`src/rtl/clk_div_multi.sv`:
```
// rtl/clk_div_multi.sv - multi-channel programmable clock-enable / divider generator
// Define CLKDIV_SYNC_EN to add sync_in, which phase-aligns every channel.
`ifndef DATA_WIDTH
`define DATA_WIDTH 8
`endif

module clk_div_multi #(
    parameter int WIDTH    = `DATA_WIDTH,
    parameter int CHANNELS = 4
) (
    input  logic                      clk,
    input  logic                      reset,
    input  logic [CHANNELS*WIDTH-1:0] div_ratio,
    input  logic [CHANNELS-1:0]       ratio_load,
    input  logic [CHANNELS-1:0]       mode,
    input  logic [CHANNELS-1:0]       chan_en,
`ifdef CLKDIV_SYNC_EN
    input  logic                      sync_in,
`endif
    output logic [CHANNELS-1:0]       clk_out,
    output logic [CHANNELS-1:0]       tick,
    output logic [CHANNELS-1:0]       ratio_ack
);

    for (genvar g = 0; g < CHANNELS; g++) begin : g_chan
        logic [WIDTH-1:0] active_q;
        logic [WIDTH-1:0] shadow_q;
        logic [WIDTH-1:0] cnt_q;
        logic             pending_q;
        logic             clk_out_q;
        logic             tick_q;
        logic             ack_q;
        logic [WIDTH-1:0] ratio_in;
        logic             load;
        logic             running;
        logic             wrap;

        assign ratio_in = div_ratio[g*WIDTH +: WIDTH];
        assign load     = ratio_load[g];
        assign running  = chan_en[g] && (active_q != '0);
        assign wrap     = running && (cnt_q == active_q - WIDTH'(1));

        always_ff @(posedge clk) begin
            if (reset) begin
                active_q  <= '0;
                shadow_q  <= '0;
                cnt_q     <= '0;
                pending_q <= 1'b0;
                clk_out_q <= 1'b0;
                tick_q    <= 1'b0;
                ack_q     <= 1'b0;
            end
`ifdef CLKDIV_SYNC_EN
            else if (sync_in) begin
                // Alignment restarts the phase; a waiting ratio is promoted now,
                // while a load in the same cycle is kept for the next boundary.
                cnt_q     <= '0;
                clk_out_q <= 1'b0;
                tick_q    <= 1'b0;
                ack_q     <= pending_q;
                if (pending_q) begin
                    active_q <= shadow_q;
                end
                if (load) begin
                    shadow_q  <= ratio_in;
                    pending_q <= 1'b1;
                end else begin
                    pending_q <= 1'b0;
                end
            end
`endif
            else if (running) begin
                if (wrap) begin
                    cnt_q     <= '0;
                    tick_q    <= 1'b1;
                    clk_out_q <= mode[g] ? ~clk_out_q : 1'b1;
                    if (load) begin
                        // A load landing on the boundary skips the shadow stage.
                        active_q  <= ratio_in;
                        shadow_q  <= ratio_in;
                        pending_q <= 1'b0;
                        ack_q     <= 1'b1;
                    end else if (pending_q) begin
                        active_q  <= shadow_q;
                        pending_q <= 1'b0;
                        ack_q     <= 1'b1;
                    end else begin
                        ack_q     <= 1'b0;
                    end
                end else begin
                    cnt_q     <= cnt_q + WIDTH'(1);
                    tick_q    <= 1'b0;
                    clk_out_q <= mode[g] & clk_out_q;
                    ack_q     <= 1'b0;
                    if (load) begin
                        shadow_q  <= ratio_in;
                        pending_q <= 1'b1;
                    end
                end
            end else begin
                cnt_q     <= '0;
                tick_q    <= 1'b0;
                clk_out_q <= 1'b0;
                if (load) begin
                    shadow_q  <= ratio_in;
                    pending_q <= 1'b1;
                    ack_q     <= 1'b0;
                end else if (pending_q) begin
                    active_q  <= shadow_q;
                    pending_q <= 1'b0;
                    ack_q     <= 1'b1;
                end else begin
                    ack_q     <= 1'b0;
                end
            end
        end

        assign clk_out[g]   = clk_out_q;
        assign tick[g]      = tick_q;
        assign ratio_ack[g] = ack_q;
    end

endmodule

```
`config.mk`:
```
export PLATFORM = sky130hd
export DESIGN_NAME = clk_div_multi
export DESIGN_NICKNAME = d
export VERILOG_FILES = /design/src/rtl/clk_div_multi.sv
export SDC_FILE = /design/constraint.sdc
export NUM_CORES = 1
export LEC_CHECK = 0
export CORE_MARGIN = 10
export CORE_UTILIZATION = 40
export CTS_CLUSTER_DIAMETER = 60
export DETAILED_ROUTE_END_ITERATION = 6
export PLACE_DENSITY = 0.63
export SYNTH_ARGS = -nofsm -noshare
export SYNTH_HDL_FRONTEND = slang
export SYNTH_SLANG_ARGS = --single-unit
```
`constraint.sdc`:
```
create_clock -name clk -period 2.5 [get_ports clk]
set_input_delay 0.25 -clock clk [delete_from_list [all_inputs] [get_ports clk]]
set_output_delay 0.25 -clock clk [all_outputs]
set_load 0.03 [all_outputs]
```
## After elaboration in Yosys (flattened, before gate mapping)

Cells that the tools add are included.

| word-level totals | value |
|---|---|
| input port bits | 46 |
| flip-flop bits (word level) | 112 |
| output and inout bits | 12 |
| logic and storage cells | 156 |

| operators by class | value |
|---|---|
| equality and inequality tests | 16 |
| bitwise operators | 12 |
| reduce and logical (&&, ||, !) cells | 24 |
| muxes and demuxes | 68 |
| add/sub/neg operators | 8 |

Operator list:

| cell | number |
|---|---|
| 8-bit two-way mux | 20 |
| 1-bit two-way mux | 48 |
| 8-bit by 1-bit adder with 8-bit output (second input constant) | 4 |
| 8-bit equality test | 4 |
| 8-bit nonzero test | 4 |
| 8-bit by 1-bit subtractor with 8-bit output (second input constant) | 4 |
| 2-bit by 1-bit inequality test with 1-bit output (second input constant) | 8 |
| 3-bit by 2-bit inequality test with 1-bit output (second input constant) | 4 |
| 3-bit OR reduction | 4 |
| 1-bit logical AND | 8 |
| 1-bit NOT | 8 |
| 2-bit AND reduction | 4 |
| 2-bit OR reduction | 4 |
| 1-bit bitwise AND | 4 |

## Depth between registers and ports, before layout

Gate-level depths: netlist (run 1).

| depth | value |
|---|---|
| depth in word-level cells | 5 |
| gate-level depth with buffers | 10 |
| gate-level depth less buffers | 8 |

## Worst setup path after synthesis (run 1)

Ideal clock, no wire load.

| timing | value |
|---|---|
| kind | register to register |
| from | register g_chan[2].active_q[0] |
| to | register g_chan[2].active_q[1] |
| setup slack | 0.012 ns |
| arrival time | 2.356 ns |
| library setup time | 0.132 ns |
| required time | 2.368 ns |
| path buffers | 2 |
| stages on the path, launching flop included | 11 |
| clock period less this slack | 2.488 ns |
| cell sequence | dfxtp_1 -> inv_1 -> ha_1 -> clkbuf_1 -> o21ba_2 -> a221o_1 -> a2111o_1 -> a311oi_1 -> clkbuf_1 -> or3_1 -> a21oi_1 |

| on the way | value |
|---|---|
| word-level cells in the longest chain between the ends | 5 |
| elaborated cells on any way between the ends | 9 |
| those cells by class | 1 x add/sub; 3 x eq/ne; 1 x mux; 4 x reduce/logical |

RTL lines:

| what | line | source |
|---|---|---|
| start, declared | 26 | `logic [WIDTH-1:0] active_q;` |
| start signal, assigned | 79 | `active_q <= ratio_in;` |
| start signal, assigned | 84 | `active_q <= shadow_q;` |
| start signal, assigned | 109 | `active_q <= shadow_q;` |
| 8-bit by 1-bit subtractor with 8-bit output or 8-bit nonzero test (tied branches) | 41, 40 |  |
| 8-bit equality test or 1-bit logical AND (tied branches) | 41, 40 |  |
| 1-bit logical AND | 41 | `assign wrap = running && (cnt_q == active_q - WIDTH'(1));` |
| 2-bit by 1-bit inequality test with 1-bit output (no line) | n/a |  |
| 2-bit AND reduction (no line) | n/a |  |

Parallel ways exist; a longest one is shown, timed or not.
A chain may end at the register's enable or synchronous reset.

## Worst setup path after layout (run 1)

| timing | value |
|---|---|
| from | register g_chan[2].active_q[1] |
| to | register g_chan[2].active_q[5] |

The elaborated chain is that of the path after synthesis.

==> flow_metrics.env, run 1 <==
export IMPL_cts_buffers=9
export IMPL_wl_per_cell_microns=15.5
export IMPL_synth_mux_area_share_pct=12.4
export IMPL_cts_tree="done"
export IMPL_cts_htree_levels=3
export IMPL_tightest_slew_ns=0.572
export IMPL_wl_microns=14800
export IMPL_core_sq_mm=0.0152
export IMPL_clock_sinks=112
export IMPL_grt_max_degree=25
export IMPL_rows=45
export IMPL_finalNonFillerCells=956
export IMPL_slew_headroom_pct=61.9
export IMPL_dpl_cell_area_sq_mm=0.00702
export IMPL_clock_latency_ns=0.36
export IMPL_worst_setup_path_end_kind="register"
export IMPL_synth_simple_area_share_pct=20.2
export IMPL_cts_root_buffer="clkbuf_16"
export IMPL_synthAdderAreaFrac_pct=1.62
export IMPL_synth_cells=699
export IMPL_multi_input_area_sq_mm=0.00366
export IMPL_synth_top_family_by_area="simple AND/OR/NAND/NOR gates"
export IMPL_min_path_type="input pin to register"
export IMPL_place_hpwl_microns=10600
export IMPL_drive_gt1_share_pct=15.8
export IMPL_synth_xor_area_share_pct=8.50
export IMPL_worst_ep_required_time_ns=2.79
export IMPL_synthArstFlopShare_pct=0
export IMPL_synth_cell_types=70
export IMPL_max_cap_viol_count=0
export IMPL_io_buffers=57
export IMPL_rsz0062_at_grt="yes"
export IMPL_ys_seq_area_share_pct=36.3
export IMPL_start_util_pct=40.7
export IMPL_drcViolationCount=0
export IMPL_fin_nets=817
export IMPL_layout_commonest_cell="dfxtp_1"
export IMPL_avgSynthCellArea_sq_um=8.85
export IMPL_criticalPathCategory="register to register"
export IMPL_worstPathArrival_ns=2.73
export IMPL_synth_compound_area_share_pct=15.5
export IMPL_grt_pass1_vias=5112
export IMPL_max_clock_path_buffers=2
export IMPL_p_leak_nw=2.86
export IMPL_postCtsHoldBufs=0
export IMPL_grt_pass1_wl_microns=24700
export IMPL_period_share_pct=97.3
export IMPL_grt_usage_pct=14.3
export IMPL_ff2ff_path_depth=9
export IMPL_place_inst=932
export IMPL_synth_edf_count=0
export IMPL_hold_depth=2
export IMPL_fin_skew_ns=0.00692
export IMPL_place_congestion=0.915
export IMPL_vias=5266
export IMPL_fp_dieH_microns=144
export IMPL_setup_tns_final_ns=0
export IMPL_yosysWarnings=0
export IMPL_antenna_left=0
export IMPL_setup_viol=0
export IMPL_critPathMaxFanout=6
export IMPL_final_setup_worst_slack_ns=0.0684
export IMPL_antenna_found_initial=0
export IMPL_syn_to_final_growth_pct=20.5
export IMPL_postSynthNetCount=753
export IMPL_nFillCells=1468
export IMPL_power_mw=4.97
export IMPL_netlist_area_sq_mm=0.00618
export IMPL_hold_viol=0
export IMPL_grt_remaining_overflow=0
export IMPL_finalInstanceArea_sq_mm=0.00745
export IMPL_dieArea_sq_mm=0.0208
export IMPL_first_pass_iters=7
export IMPL_die_x_microns=144
export IMPL_drt_iter0_markers=378
export IMPL_synthFlopType="dfxtp_1"
export IMPL_seqCellArea_sq_mm=0.00225
export IMPL_drv_slew=0
export IMPL_num_io_pins=58
export IMPL_max_freq_mhz=411
export IMPL_viasPerCell=5.51
export IMPL_final_cell_mix="dfxtp_1 (108), nor2_1 (98), mux2i_1 (61), clkdlybuf4s50_1 (56), buf_4 (45)"
export IMPL_status="completed"
export IMPL_clkTransAtPathRegs_ns=0.08
export IMPL_cp_start_kind="register"
export IMPL_synth_ff_latch_count=112
export IMPL_ir_worst_vdd_mv=0.348
export IMPL_period_minus_slack_ns=2.43
export IMPL_p_per_area_mw_per_mm2=667
export IMPL_antennaDiodeCount=0
export IMPL_place_ws_ns=0.0156
power breakdown:
| part | total, mW | internal [mW] | switching [mW] |
|---|---|---|---|
| clock | 1.47 | 0.780 | 0.692 |
| sequential | 2.04 | 1.90 | 0.143 |
| combinational | 1.46 | 0.700 | 0.755 |
through the flow:
step,util [%],hold WS [ns]
finish,49.0,0.378
global route,49.0,0.383
CTS,48.1,0.369
detailed placement,46.1,0.466
global placement,46.1,0.458
floorplan,-,0.397
routing by layer:
metal	vias to the layer above	GRT usage, %	part of all wire, %	wire length [microns]
met5	-	0	0	0
met4	0	5.27	1.5	226
met3	19	3.74	4.7	691
met2	106	23.4	47	6910
met1	2513	17.8	47	7010
li1	2628	-	-	-
worst paths after layout:
path | from | endpoint | slack, ns
worst max-delay path | g_chan[2].active_q[1] | g_chan[2].active_q[5] | 0.07
worst min-delay path | reset | g_chan[3].tick_q | 0.38
worst max register to register | g_chan[2].active_q[1] | g_chan[2].active_q[5] | 0.07
worst min register to register | g_chan[0].cnt_q[0] | g_chan[0].cnt_q[0] | 0.48
cell usage after synthesis, types with 3 or more instances:
library cell,count,area [sq um]
dfxtp_1,112,2240
nor2_1,98,368
mux2i_1,61,611
xnor2_1,33,289
a21oi_1,29,145
nand2_1,29,109
nand3_1,28,140
xor2_1,27,236
clkbuf_1,22,82.6
o21ai_0,20,100
inv_1,16,60.1
nor3_1,15,75.1
mux2_2,14,158
o221ai_1,13,114
buf_4,12,90.1
o211ai_1,12,90.1
a211o_1,10,87.6
and3_1,10,62.6
nand2b_1,9,56.3
ha_1,8,100
a211oi_1,7,52.6
buf_1,7,26.3
buf_2,7,35.0
or2_2,7,43.8
or3_1,7,43.8
nand4_1,6,37.5
nor4_1,6,37.5
or3b_2,6,52.6
nor3b_1,5,37.5
nor2b_1,4,25.0
o41ai_1,4,35.0
a21o_1,3,22.5
a31oi_1,3,18.8
buf_6,3,33.8
o21bai_1,3,22.5
or4_1,3,22.5
critical path: stages, from the launching register on:
cell      delay (ns)
dfxtp_2         0.34
inv_2           0.06
ha_4            0.18
o21ba_2         0.20
a221o_1         0.34
a2111o_1        0.46
a311oi_2        0.35
buf_4           0.23
o21ai_1         0.07
a21oi_1         0.13
kinds of logic (layout without fill, tap and decap cells):
family / Yosys count / after routing
muxes: 75 / 75
DFF: 112 / 112
AOI/OAI and AO/OA: 129 / 129
buffers and inverters: 68 / 137
adders and majority gates: 8 / 8
and+or+nand+nor: 247 / 247
xor gates and xnor gates: 60 / 60
registers in the layout, summed over array words and instances, names as in the netlist:
signal            count
g_chan.cnt_q         32
g_chan.tick_q         4
g_chan.shadow_q      32
g_chan.ack_q          4
g_chan.active_q      32
g_chan.pending_q      4
g_chan.clk_out_q      4
final cells by class:
type	instances	share of cell area, %
clock buffers	9	3.02
clock inverters	7	0.941
inverters	16	0.806
multi-input cells	519	49.2
flip-flops and latches	112	30.2
well taps	188	3.16
repair buffers	105	12.7
timing repair:
action	in CTS	in global routing
hold endpoints to repair	0	0
cloned	0	2
pin swaps	1	16
buffers inserted	0	6
setup endpoints to repair	3	53
resized for setup	0	34
(Power assumes the default switching activity.)
==> inputs of run 2 (changes only) <==
--- a/config.mk
+++ b/config.mk
@@ -10,6 +10,7 @@
 export CTS_CLUSTER_DIAMETER = 60
 export DETAILED_ROUTE_END_ITERATION = 6
 export PLACE_DENSITY = 0.63
+export SETUP_SLACK_MARGIN = 0.5
 export SYNTH_ARGS = -nofsm -noshare
 export SYNTH_HDL_FRONTEND = slang
 export SYNTH_SLANG_ARGS = --single-unit
==> run 2 against run 1 <==
Net effect: die area unchanged; critical path type unchanged; power increased by 8.7%; wire length is 7.6% higher; largest cell class unchanged.
==> flow_metrics.env, run 2 (synthesized netlist as in run 1, its figures left out) <==
export IMPL_grt_max_degree=48
export IMPL_vias=5327
export IMPL_slew_headroom_pct=61.3
export IMPL_wl_microns=16000
export IMPL_ir_worst_vdd_mv=0.345
export IMPL_num_io_pins=58
export IMPL_antenna_found_initial=0
export IMPL_cp_top_family="simple AND/OR/NAND/NOR gates"
export IMPL_layout_commonest_cell="dfxtp_1"
export IMPL_status="completed"
export IMPL_hold_end="g_chan[3].shadow_q[6]"
export IMPL_final_cell_mix="dfxtp_1 (98), nor2_1 (78), mux2i_1 (61), clkdlybuf4s50_1 (56), buf_4 (51)"
export IMPL_holdWs_ns=0.362
export IMPL_multi_input_area_sq_mm=0.00419
export IMPL_setup_tns_final_ns=0
export IMPL_cp_num_buf_inv=2
export IMPL_fin_nets=837
export IMPL_max_clock_path_buffers=2
export IMPL_cts_buffers=9
export IMPL_grt_pass1_wl_microns=26100
export IMPL_cts_htree_levels=3
export IMPL_largestRegisters="g_chan.active_q (32), g_chan.cnt_q (32), g_chan.shadow_q (32)"
export IMPL_ff2ff_path_depth=8
export IMPL_syn_to_final_growth_pct=33.3
export IMPL_clock_sinks=112
export IMPL_p_leak_nw=3.06
export IMPL_period_minus_slack_ns=2.37
export IMPL_place_congestion=0.893
export IMPL_dpl_cell_area_sq_mm=0.00710
export IMPL_rsz0062_at_grt="yes"
export IMPL_drv_slew=0
export IMPL_period_share_pct=94.8
export IMPL_worst_setup_path_end_kind="register"
export IMPL_fp_dieH_microns=144
export IMPL_r2r_end="g_chan[3].active_q[5]"
export IMPL_grt_pass1_vias=5347
export IMPL_start_util_pct=40.7
export IMPL_criticalPathCategory="register to register"
export IMPL_grt_remaining_overflow=0
export IMPL_drcViolationCount=0
export IMPL_io_buffers=57
export IMPL_drt_iter0_markers=357
export IMPL_power_mw=5.40
export IMPL_dieArea_sq_mm=0.0208
export IMPL_p_per_area_mw_per_mm2=654
export IMPL_slowest_stage="or4b_4"
export IMPL_setup_viol=0
export IMPL_max_freq_mhz=422
export IMPL_wl_per_cell_microns=16.4
export IMPL_clock_latency_ns=0.36
export IMPL_nFillCells=1358
export IMPL_cts_root_buffer="clkbuf_16"
export IMPL_antennaDiodeCount=0
export IMPL_place_hpwl_microns=10700
export IMPL_first_pass_iters=4
export IMPL_die_x_microns=144
export IMPL_min_path_type="input pin to register"
export IMPL_cts_tree="done"
export IMPL_r2r_start="g_chan[3].active_q[0]"
export IMPL_critPathMaxFanout=10
export IMPL_core_sq_mm=0.0152
export IMPL_worstPathCellList="buf_4 > nor4_4 > a21oi_2 > or4b_4 > a2111o_2 > buf_8 > nand3_2 > a21oi_1"
export IMPL_hold_viol=0
export IMPL_worst_ep_required_time_ns=2.72
export IMPL_max_cap_viol_count=0
export IMPL_cp_start_kind="register"
export IMPL_grt_usage_pct=15.2
export IMPL_drive_gt1_share_pct=29.9
export IMPL_antenna_left=0
export IMPL_hold_depth=2
export IMPL_seqCellArea_sq_mm=0.00228
export IMPL_fin_skew_ns=0.00704
export IMPL_rrSetupSlack_ns=0.13
export IMPL_finalInstanceArea_sq_mm=0.00825
export IMPL_slowest_delay_ns=0.53
export IMPL_viasPerCell=5.46
export IMPL_worstPathArrival_ns=2.59
export IMPL_hold_start="reset"
export IMPL_rows=45
export IMPL_clkTransAtPathRegs_ns=0.07
export IMPL_tightest_slew_ns=0.579
## run 2: cell count changes in the layout (fill, tap and decap cells not counted), sizes merged
cell,delta
buf,+20
clkbuf,+4
clkinv,-1
clkinvlp,-1
inv,-2
## run 2: where the power goes
group | total [mW] | switching, mW | internal (mW)
Combinational | 1.85 | 0.914 | 0.935
Clock | 1.48 | 0.652 | 0.830
Sequential | 2.06 | 0.164 | 1.90
Total | 5.40 | 1.73 | 3.67
## run 2: worst register-to-register path, delay by kind of cell, from the launching register on
kind	cells	cell delay, ns
AND/OR/NAND/NOR	3	0.91
AO/OA/AOI/OAI	3	0.65
flip-flops	1	0.35
buffers and inverters	2	0.32
## run 2: worst max-delay path by stage
stage	start	end	slack (ns)	cells past startpoint
after floorplan	g_chan[2].active_q[0]	g_chan[2].active_q[1]	0.19	10
after global placement	g_chan[2].active_q[1]	g_chan[2].active_q[3]	0.1	8
after detailed placement	g_chan[0].active_q[1]	g_chan[0].active_q[0]	0.02	8
after CTS	g_chan[3].active_q[1]	g_chan[3].cnt_q[4]	0.17	9
after global routing	g_chan[3].active_q[0]	g_chan[3].active_q[5]	-0.01	9
final	g_chan[3].active_q[0]	g_chan[3].active_q[5]	0.13	8
## run 2: final cells by class
cell class	instances	area share [%]
clock buffer	13	3.16
clock inverter	3	0.486
inverter	16	0.880
multi-input combinational	519	50.8
sequential	112	27.6
tap	188	2.85
timing repair buffer	125	14.2
## run 2: timing repair
item | in CTS | in global routing
hold endpoints to repair | 0 | 0
pin swaps | 33 | 41
buffers inserted | 24 | 12
gates resized for setup | 65 | 77
setup endpoints to repair | 79 | 75
hold buffers | 0 | 0
cloned | 1 | 0
## run 2: metal layers
metal  vias up  share of wire, %  global-route usage, %
li1       2663                 -                      -
met1      2576                44                   18.0
met2        72                51                   26.6
met3        16               3.8                   3.90
met4         0               1.2                   4.20
met5         -                 0                      0
## run 2: metrics by stage
step | std cells | util (%) | worst slack [ns]
5_1_grt | 976 | 54.2 | -0.0106
6_report | 976 | 54.2 | 0.130
2_1_floorplan | 699 | - | 0.185
3_5_place_dp | 923 | 46.7 | 0.0224
4_1_cts | 964 | 51.7 | 0.174
3_3_place_gp | 923 | 46.7 | 0.0988
==> inputs of run 3 (changes only) <==
--- a/config.mk
+++ b/config.mk
@@ -14,3 +14,4 @@
 export SYNTH_ARGS = -nofsm -noshare
 export SYNTH_HDL_FRONTEND = slang
 export SYNTH_SLANG_ARGS = --single-unit
+export TNS_END_PERCENT = 100
==> results of run 3 <==
Final layout, timing and power as in run 2 (identical DEF).
